### src/rtl/sum_accumulator.sv
// Frame accumulator behind the signed two-operand adder: sums K input samples and holds
// the narrowed result on a valid/ready output. Define SUM_ACC_SAT_EN for saturation instead of wrapping.
module sum_accumulator #(
    parameter int n = 4,
    parameter int K = 4,
    parameter int m = n + 2
) (
    input  logic                clk,
    input  logic                rst,
    input  logic                clr,
    input  logic signed [n:0]   S,
    input  logic                S_valid,
    output logic                S_ready,
    output logic signed [m-1:0] A,
    output logic                A_valid,
    input  logic                A_ready,
    output logic                OV
);

    localparam int CW = $clog2(K);
    localparam int W  = n + 1 + CW;

    typedef enum logic {
        ACC,
        HOLD
    } state_t;

    state_t              state;
    state_t              state_next;
    logic signed [W-1:0] acc;
    logic        [CW-1:0] cnt;
    logic signed [W-1:0] s_ext;
    logic signed [W-1:0] sum_full;
    logic                last;
    logic                ov_next;
    logic signed [m-1:0] a_next;

    assign s_ext    = {{CW{S[n]}}, S};
    assign sum_full = acc + s_ext;
    assign last     = (cnt == CW'(K - 1));

    // The sum fits in m bits exactly when all bits from m-1 upward agree with the sign bit.
    assign ov_next = !((&sum_full[W-1:m-1]) || (~|sum_full[W-1:m-1]));

`ifdef SUM_ACC_SAT_EN
    localparam logic [m-1:0] A_MAX = {1'b0, {(m - 1){1'b1}}};
    localparam logic [m-1:0] A_MIN = {1'b1, {(m - 1){1'b0}}};

    assign a_next = ov_next ? (sum_full[W-1] ? A_MIN : A_MAX) : sum_full[m-1:0];
`else
    assign a_next = sum_full[m-1:0];
`endif

    // NOTE: every variable written here gets a default first so no latch is inferred.
    always_comb begin
        state_next = state;
        S_ready    = 1'b0;
        A_valid    = 1'b0;
        case (state)
            ACC: begin
                S_ready = 1'b1;
                if (!clr && S_valid && last) begin
                    state_next = HOLD;
                end
            end
            HOLD: begin
                A_valid = 1'b1;
                if (A_ready) begin
                    state_next = ACC;
                end
            end
            default: state_next = ACC;
        endcase
    end

    // NOTE: sequential state uses non-blocking assignments so every register samples pre-edge values.
    always_ff @(posedge clk) begin
        if (rst) begin
            state <= ACC;
            acc   <= '0;
            cnt   <= '0;
            A     <= '0;
            OV    <= 1'b0;
        end else begin
            state <= state_next;
            if (state == ACC) begin
                if (clr) begin
                    acc <= '0;
                    cnt <= '0;
                end else if (S_valid) begin
                    if (last) begin
                        A   <= a_next;
                        OV  <= ov_next;
                        acc <= '0;
                        cnt <= '0;
                    end else begin
                        acc <= sum_full;
                        cnt <= cnt + CW'(1);
                    end
                end
            end
        end
    end

endmodule

### config.mk
export PLATFORM = sky130hd
export DESIGN_NAME = sum_accumulator
export DESIGN_NICKNAME = d
export VERILOG_FILES = /design/src/rtl/sum_accumulator.sv
export SDC_FILE = /design/constraint.sdc
export NUM_CORES = 1
export LEC_CHECK = 0
export ABC_CLOCK_PERIOD_IN_PS = 3100
export BUFFER_PORTS_ARGS = -buffer_cell sky130_fd_sc_hd__buf_4
export CAP_MARGIN = 20
export CORE_MARGIN = 3
export CORE_UTILIZATION = 55
export CTS_CLUSTER_DIAMETER = 150
export DETAILED_ROUTE_END_ITERATION = 6
export PLACE_DENSITY = 0.8
export SYNTH_ARGS = -nofsm -noshare
export SYNTH_HDL_FRONTEND = slang
export SYNTH_SLANG_ARGS = --single-unit
export TNS_END_PERCENT = 10
### constraint.sdc
create_clock -name clk -period 3.1 [get_ports clk]
set_input_delay 0.465 -clock clk [delete_from_list [all_inputs] [get_ports clk]]
set_output_delay 0.465 -clock clk [all_outputs]
set_load 0.05 [all_outputs]
* After elaboration in Yosys (flattened, before gate mapping)
Cells that the tools add are included.
** Cells by class
- Add/sub/neg operators :: 2
- $mul :: 0
- Div/mod/pow operators :: 0
- $lt $le $gt $ge :: 0
- Equal/unequal tests :: 1
- Shift-type cells :: 0
- Muxes and demuxes :: 11
- Bitwise operators :: 2
- Reductions and logical operators :: 11
** Operators by type and width (count)
- $mux 7 :: 3
- $add 7x5->7 :: 1
- $mux 2 :: 3
- $mux 1 :: 4
- $reduce_and 2->1 :: 2
- $reduce_and 4->1 :: 1
- $logic_not 1->1 :: 3
- $add 2x1->2 const B :: 1
- $eq 2x2->1 const B :: 1
- $logic_and 1x1->1 :: 2
- $not 1->1 :: 2
- $pmux 1 s2 :: 1
- $reduce_bool 2->1 :: 1
- $reduce_or 2->1 :: 1
- $logic_or 1x1->1 :: 1
** Storage, ports and cells
- Flip-flop bits (word level) :: 17
- Bits in latches :: 0
- Memory bits (writable) :: 0
- Memory bits (read-only) :: 0
- Input port bits :: 10
- Output and inout port bits :: 9
- Logic and storage cells :: 32
- Memories kept :: 0

* Longest topological paths before layout
Gate-level depths: netlist of the first run.
- Depth after elaboration :: 5
- Gate-level depth with buffers :: 8
- Mapped depth without buffers :: 8

* Worst setup path after synthesis of the first run
Ideal clock, no wire load.
- Path type :: in2reg
- From :: in S[4]
- To :: reg OV
- Library setup time :: 0.096 ns
- Arrival :: 1.881 ns
- Data required time :: 3.004 ns
- Path slack :: 1.123 ns
- Stages on the path :: 6
- Buffers on the path :: 0
- Cells stage by stage :: ha_1 > nor2b_2 > a221o_1 > a211o_1 > and3_1 > o41ai_2
** Between the ends
- Longest elaborated chain between the ends :: 5
- Elaborated cells between the ends (all ways) :: 6
- Classes of those cells :: add/sub (1); reduce/logical (5)
** RTL lines
- start, declared :: line 11 : input logic signed [n:0] S,
- $add 7x5->7 (*) :: line 39 : assign sum_full = acc + s_ext;
- $reduce_or 2->1 :: line 43 : assign ov_next = !((&sum_full[W-1:m-1]) || (~|sum_full[W-1:m-1]));
- $logic_not 1->1 :: line 43
- $logic_or 1x1->1 (*) :: line 43
- $logic_not 1->1 (*) :: line 43
- end signal, assigned :: line 93 : OV <= ov_next;
- end, declared :: line 17 : output logic OV
Mark *: on every way between the ends. The rest lies on a longest branch, timed or not.
A chain may end at the register's enable or synchronous reset.

* Final worst setup path of the first run
- From :: reg acc[0]
- To :: reg OV
** Between the ends
- Longest elaborated chain between the ends :: 5
- Elaborated cells between the ends (all ways) :: 6
- Classes of those cells :: add/sub (1); reduce/logical (5)
** RTL lines
- start, declared :: line 30 : logic signed [W-1:0] acc;
- start signal, assigned :: line 97 : acc <= sum_full;
- $add 7x5->7 (*) :: line 39
- $reduce_or 2->1 :: line 43
- $logic_not 1->1 :: line 43
- $logic_or 1x1->1 (*) :: line 43
- $logic_not 1->1 (*) :: line 43
Marked as above.

==> flow_metrics.env, run 1 <==
export IMPL_drt_iter0_drc=19
export IMPL_outcome="complete, no violations"
export IMPL_clkPwrFrac_pct=25.2
export IMPL_ys_ff_latch=17
export IMPL_cts_resized=0
export IMPL_crit_chain="ha_1 > inv_1 > fa_1 > nor2b_1 > o31a_1 > o32a_1 > a21oi_1 > o41ai_2"
export IMPL_wirelength_um=1930
export IMPL_skew_ps=5.61
export IMPL_fp_dieH_um=46.9
export IMPL_netlist_area_um2=918
export IMPL_critPathSlowestCell="fa_1"
export IMPL_tns_ps=0
export IMPL_postRouteAntennaNets=0
export IMPL_fin_nets=141
export IMPL_grt_pass1_wl_um=3150
export IMPL_rows=14
export IMPL_yosysWarnings=0
export IMPL_vias_per_cell=5.88
export IMPL_synthFlopType="dfxtp_1"
export IMPL_area_delta_synth_final_pct=19.3
export IMPL_first_pass_iters=4
export IMPL_cts_buffers=3
export IMPL_hold_class="in2reg"
export IMPL_startpoint_type="flop"
export IMPL_async_flop_share_pct=0
export IMPL_die_w_um=46.9
export IMPL_place_area_um2=1070
export IMPL_grt_overflow=0
export IMPL_cts_buffer_depth=2
export IMPL_drive_above_1_share_pct=20.5
export IMPL_initial_core_util_pct=59.6
export IMPL_wire_per_inst_um=13.9
export IMPL_grtUsageTotal_pct=19.5
export IMPL_p_sw_uw=122
export IMPL_antenna_found_initial=0
export IMPL_p_per_area_nw_per_um2=406
export IMPL_dp_slack_ps=841
export IMPL_fin_crit_sh_pct=65.4
export IMPL_syn_avg_cell_area_um2=9.00
export IMPL_p_int_uw=323
export IMPL_seq_power_share_pct=51.8
export IMPL_io_buffers=18
export IMPL_synth_edff_count=0
export IMPL_multi_input_area_um2=552
export IMPL_vdd_drop_max_mv=0.325
export IMPL_core_area_um2=1540
export IMPL_crit_fanout=3
export IMPL_cts_tree="built"
export IMPL_hold_buffers=0
export IMPL_grt_pass1_vias=736
export IMPL_setup_viol=0
export IMPL_p_comb_share_pct=22.9
export IMPL_worst_pin_slew_ps=607
export IMPL_slowest_delay_ps=400
export IMPL_fillerInstances=116
export IMPL_swShare_pct=27.4
export IMPL_arrival_ps=2200
export IMPL_maxSlewViolCount=0
export IMPL_dp_final_hpwl_um=1520
export IMPL_finalInstanceArea_um2=1100
export IMPL_cts_sinks=17
export IMPL_crit_path_end_kind="flop"
export IMPL_maxCapViolCount=0
export IMPL_timing_final_ws_setup_ps=1070
export IMPL_vias=812
export IMPL_seq_area_frac_synth_pct=37.1
export IMPL_cp_required_ps=3280
export IMPL_worst_path_buf_inv=1
export IMPL_globalplace_congestion=0.747
export IMPL_grt_max_degree=19
export IMPL_synth_nets=120
export IMPL_synth_cell_type_count=35
export IMPL_slew_headroom_pct=59.2
export IMPL_drc=0
export IMPL_cts_clk_slew_worst_paths_ps=90
export IMPL_period_minus_slack_ps=2030
export IMPL_grt_setup_unrepaired="false"
export IMPL_io_pins=19
export IMPL_insertion_delay_ps=280
export IMPL_crit_family="compound AO/OA/AOI/OAI gates"
export IMPL_hold_viol=0
export IMPL_worst_setup_path_type="reg2reg"
export IMPL_num_antenna_cells=0
export IMPL_final_cell_mix="nor2_1 (19), buf_4 (19), dfxtp_1 (17)"
export IMPL_clockRootBuffer="clkbuf_4"
export IMPL_dieArea_um2=2200
export IMPL_htreeDepth=1
export IMPL_p_leak_nw=0.516
export IMPL_clock_fmax_mhz=493
export IMPL_regArea_um2=340
export IMPL_postCtsSetupRepairBufs=0
export IMPL_synthCells=102
==> final cells by class <==
type | instances | area share, %
clock buffers | 4 | 2.40
flip-flops and latches | 17 | 31.1
repair buffers | 19 | 13.0
inverters | 4 | 1.37
well taps | 16 | 1.83
multi-input cells | 78 | 50.3
==> tightest hold or removal path, stage by stage <==
cell	delay [ps]
buf_4	70
nand2b_1	90
a21oi_1	60
==> stage by stage <==
stage	std cells	power (mW)	hold WS (ps)	utilization (%)
2_1_floorplan	102	0.309	448	-
3_3_place_gp	134	0.333	457	69.4
3_5_place_dp	134	0.337	472	69.4
4_1_cts	138	0.447	453	71.1
5_1_grt	138	0.469	462	71.1
6_report	138	0.445	451	71.1
==> cells by family (layout without fill, tap and decap cells) <==
group / after synthesis / in the layout / share of synthesized area, %
adder cells (fa/ha/maj): 8 / 8 / 11.7
multiplexers: 6 / 6 / 6.54
buffers and inverters: 7 / 27 / 2.86
AND/OR/NAND/NOR: 35 / 35 / 18.9
AO/OA/AOI/OAI: 27 / 27 / 21.0
XOR/XNOR: 2 / 2 / 1.91
flip-flops: 17 / 17 / 37.1
==> power groups by stage <==
stage                     clock network, mW  logic (mW)  registers [mW]
final                                 0.112       0.102           0.231
after global routing                  0.125       0.113           0.232
after CTS                             0.114       0.102           0.231
after detailed placement                  0       0.101           0.236
after global placement                    0      0.0971           0.236
after floorplan                           0      0.0737           0.235
==> Yosys cell counts (all sizes together), types with 2 or more instances <==
| cell type | count | area (µm²) |
|---|---|---|
| nor2b | 3 | 21.3 |
| mux2i | 6 | 60.1 |
| a22oi | 5 | 37.5 |
| inv | 4 | 15.0 |
| dfxtp | 17 | 340 |
| nor3b | 2 | 15.0 |
| o21ai | 3 | 15.0 |
| nor2 | 19 | 71.3 |
| ha | 7 | 87.6 |
| nand2 | 2 | 7.51 |
| clkbuf | 2 | 7.51 |
| a21oi | 7 | 35.0 |
| o21a | 3 | 22.5 |
| a211oi | 2 | 15.0 |
==> registers in the layout, summed over array words and instances, names as in the netlist <==
name	cells
state	1
A	6
OV	1
cnt	2
acc	7
==> routing by layer <==
layer  vias to the layer above  routed length (µm)  GRT usage, %
met3                         2                  72          3.45
met5                         -                   0             0
met1                       386                 920          24.9
met4                         0                  10          3.31
li1                        409                   -             -
met2                        15                 921          34.4
==> final timing paths <==
kind	depth (start not counted)	startpoint	endpoint	slack, ps
worst min register to register	2	acc[6]	acc[6]	480
worst min-delay path	3	A_ready	state	450
worst max-delay path	8	acc[0]	OV	1070
worst max register to register	8	acc[0]	OV	1070
Power figures use the tool's default switching activity.
==> inputs of run 2 (changes only) <==
- ABC_CLOCK_PERIOD_IN_PS: 3100 -> 1650
- CORE_UTILIZATION: 55 -> 47
- PLACE_DENSITY: 0.8 -> 0.73
- clock period: 3.1 -> 1.65 ns (I/O delays scaled with it)
==> run 2 against run 1 <==
  * The flow now finishes with violations (negative setup slack)
  * Via count is 6.8% higher
  * Power is 110% higher
  * Die area is 15% higher
  * Flip-flop and latch count stayed put
  * Global-route usage is 0.39 points lower
  * Wire length is 9.2% higher
  * Critical path type unchanged
  * Largest power group unchanged
==> flow_metrics.env, run 2 (synthesized netlist as in run 1, its figures left out) <==
export IMPL_outcome="complete, but fails checks"
export IMPL_violations="negative setup slack"
export IMPL_cp_required_ps=1840
export IMPL_cts_buffer_depth=2
export IMPL_fin_crit_sh_pct=112
export IMPL_grt_use_met3_pct=6.23
export IMPL_regToRegSetupSlack_ps=-200
export IMPL_p_leak_nw=0.598
export IMPL_io_pins=19
export IMPL_cp_depth=9
export IMPL_grt_pass1_vias=837
export IMPL_first_pass_iters=4
export IMPL_p_per_area_nw_per_um2=714
export IMPL_hold_path_end="state"
export IMPL_antenna_found_initial=0
export IMPL_maxCapViolCount=0
export IMPL_insertion_delay_ps=290
export IMPL_skew_ps=7.26
export IMPL_hold_buffers=0
export IMPL_num_antenna_cells=0
export IMPL_maxSlewViolCount=0
export IMPL_hold_class="in2reg"
export IMPL_worst_path_buf_inv=3
export IMPL_die_w_um=50.2
export IMPL_fillerInstances=141
export IMPL_grt_setup_unrepaired="true"
export IMPL_drt_iter0_drc=10
export IMPL_utilization_pct=74.8
export IMPL_dp_final_hpwl_um=1470
export IMPL_cts_sinks=17
export IMPL_io_buffers=18
export IMPL_postRouteAntennaNets=0
export IMPL_tns_ps=-654
export IMPL_crit_family="compound AO/OA/AOI/OAI gates"
export IMPL_met1_usage_pct=20.4
export IMPL_reg_largest_list="acc x7, A x6, cnt x2"
export IMPL_crit_fanout=3
export IMPL_vdd_drop_max_mv=0.570
export IMPL_fin_nets=156
export IMPL_dieArea_um2=2520
export IMPL_grt_pass1_wl_um=3570
export IMPL_final_cell_mix="buf_4 (31), nor2_1 (18), dfxtp_1 (12)"
export IMPL_vias=867
export IMPL_cts_buffers=3
export IMPL_finalInstanceArea_um2=1330
export IMPL_period_minus_slack_ps=1850
export IMPL_cts_tree="built"
export IMPL_drive_above_1_share_pct=43.1
export IMPL_layout_commonest_cell="buf_4"
export IMPL_core_area_um2=1780
export IMPL_hold_viol=0
export IMPL_setup_viol=4
export IMPL_grtUsageTotal_pct=19.1
export IMPL_slowest_delay_ps=360
export IMPL_rows=15
export IMPL_fp_dieH_um=50.2
export IMPL_critPathSlowestCell="dfxtp_4"
export IMPL_htreeDepth=1
export IMPL_slew_headroom_pct=68.0
export IMPL_crit_path_end_kind="flop"
export IMPL_startpoint_type="flop"
export IMPL_dp_cells=154
export IMPL_min_path_cells=3
export IMPL_gr_max_usage_layer="met2"
export IMPL_hp_start="A_ready"
export IMPL_drc=0
export IMPL_globalplace_congestion=0.870
export IMPL_place_area_um2=1160
export IMPL_area_delta_synth_final_pct=45.2
export IMPL_largest_register="acc"
export IMPL_r2r_end="A[5]"
export IMPL_reg2reg_depth=9
export IMPL_largest_register_ffs=7
export IMPL_wirelength_um=2100
export IMPL_regArea_um2=352
export IMPL_wire_per_inst_um=13.0
export IMPL_arrival_ps=2040
export IMPL_cts_clk_slew_worst_paths_ps=90
export IMPL_grt_max_degree=19
export IMPL_crit_chain="ha_4 > buf_6 > nor2_2 > a221o_1 > a211o_1 > buf_6 > buf_6 > mux2i_1 > nor2_1"
export IMPL_crit_path_frequent_cell="buf_6"
export IMPL_clockRootBuffer="clkbuf_4"
export IMPL_worst_setup_path_type="reg2reg"
export IMPL_p_total_uw=952
export IMPL_clock_fmax_mhz=539
export IMPL_initial_core_util_pct=51.5
export IMPL_vias_per_cell=5.35
export IMPL_timing_final_ws_setup_ps=-205
export IMPL_timing_rr_start="acc[4]"
export IMPL_grt_use_met2_pct=32.4
export IMPL_worst_pin_slew_ps=479
export IMPL_multi_input_area_um2=643
export IMPL_grt_overflow=0
export IMPL_final_cells=162
[run 2: changes by cell type in the layout (fill, tap and decap cells not counted), moves of 3 or more]
cell,previous run,this run
ha_1,7,3
dfxtp_1,17,12
ha_4,0,4
buf_6,0,3
dfxtp_2,0,3
buf_4,19,31
[run 2: area by class of cell]
type | instances | area share [%]
flip-flops and latches | 17 | 26.4
inverters | 4 | 1.13
well taps | 25 | 2.35
clock buffers | 4 | 1.97
multi-input cells | 78 | 48.2
repair buffers | 34 | 20.0
[run 2: stage by stage]
stage / setup WS [ps] / hold slack, ps
detailed placement: -319 / 465
finish: -205 / 203
floorplan: -143 / 422
CTS: -218 / 194
global route: -294 / 225
global placement: -272 / 462
[run 2: metal layers]
layer,part of all wire [%],vias to the layer above
li1,-,442
met1,43,405
met5,0,-
met4,1.7,0
met3,4.9,4
met2,50,16
[run 2: worst register-to-register path: stages, from the launching register on]
cell     delay, ps
dfxtp_4        360
ha_4           270
buf_6           90
nor2_2          30
a221o_1        280
a211o_1        310
buf_6          140
buf_6          100
mux2i_1        110
nor2_1          60
[run 2: worst max-delay path by stage]
stage	from	end	slack (ps)
after CTS	acc[0]	OV	-220
after detailed placement	S[4]	OV	-320
after global placement	S[4]	OV	-270
after floorplan	acc[4]	OV	-140
after global routing	acc[4]	A[5]	-290
final	acc[4]	A[5]	-200
[run 2: what timing repair did]
| action | CTS | global route |
|---|---|---|
| gates cloned | 0 | 0 |
| setup buffers | 3 | 1 |
| pin swaps | 7 | 10 |
| setup endpoints to repair | 6 | 8 |
| gates resized for setup | 17 | 10 |
[run 2: power by group]
group	switching (mW)	total, mW	leakage (nW)	internal (mW)
Sequential	0.0126	0.437	0.141	0.424
Clock	0.128	0.222	0.0150	0.0942
Combinational	0.129	0.293	0.442	0.164
Total	0.269	0.952	0.598	0.682
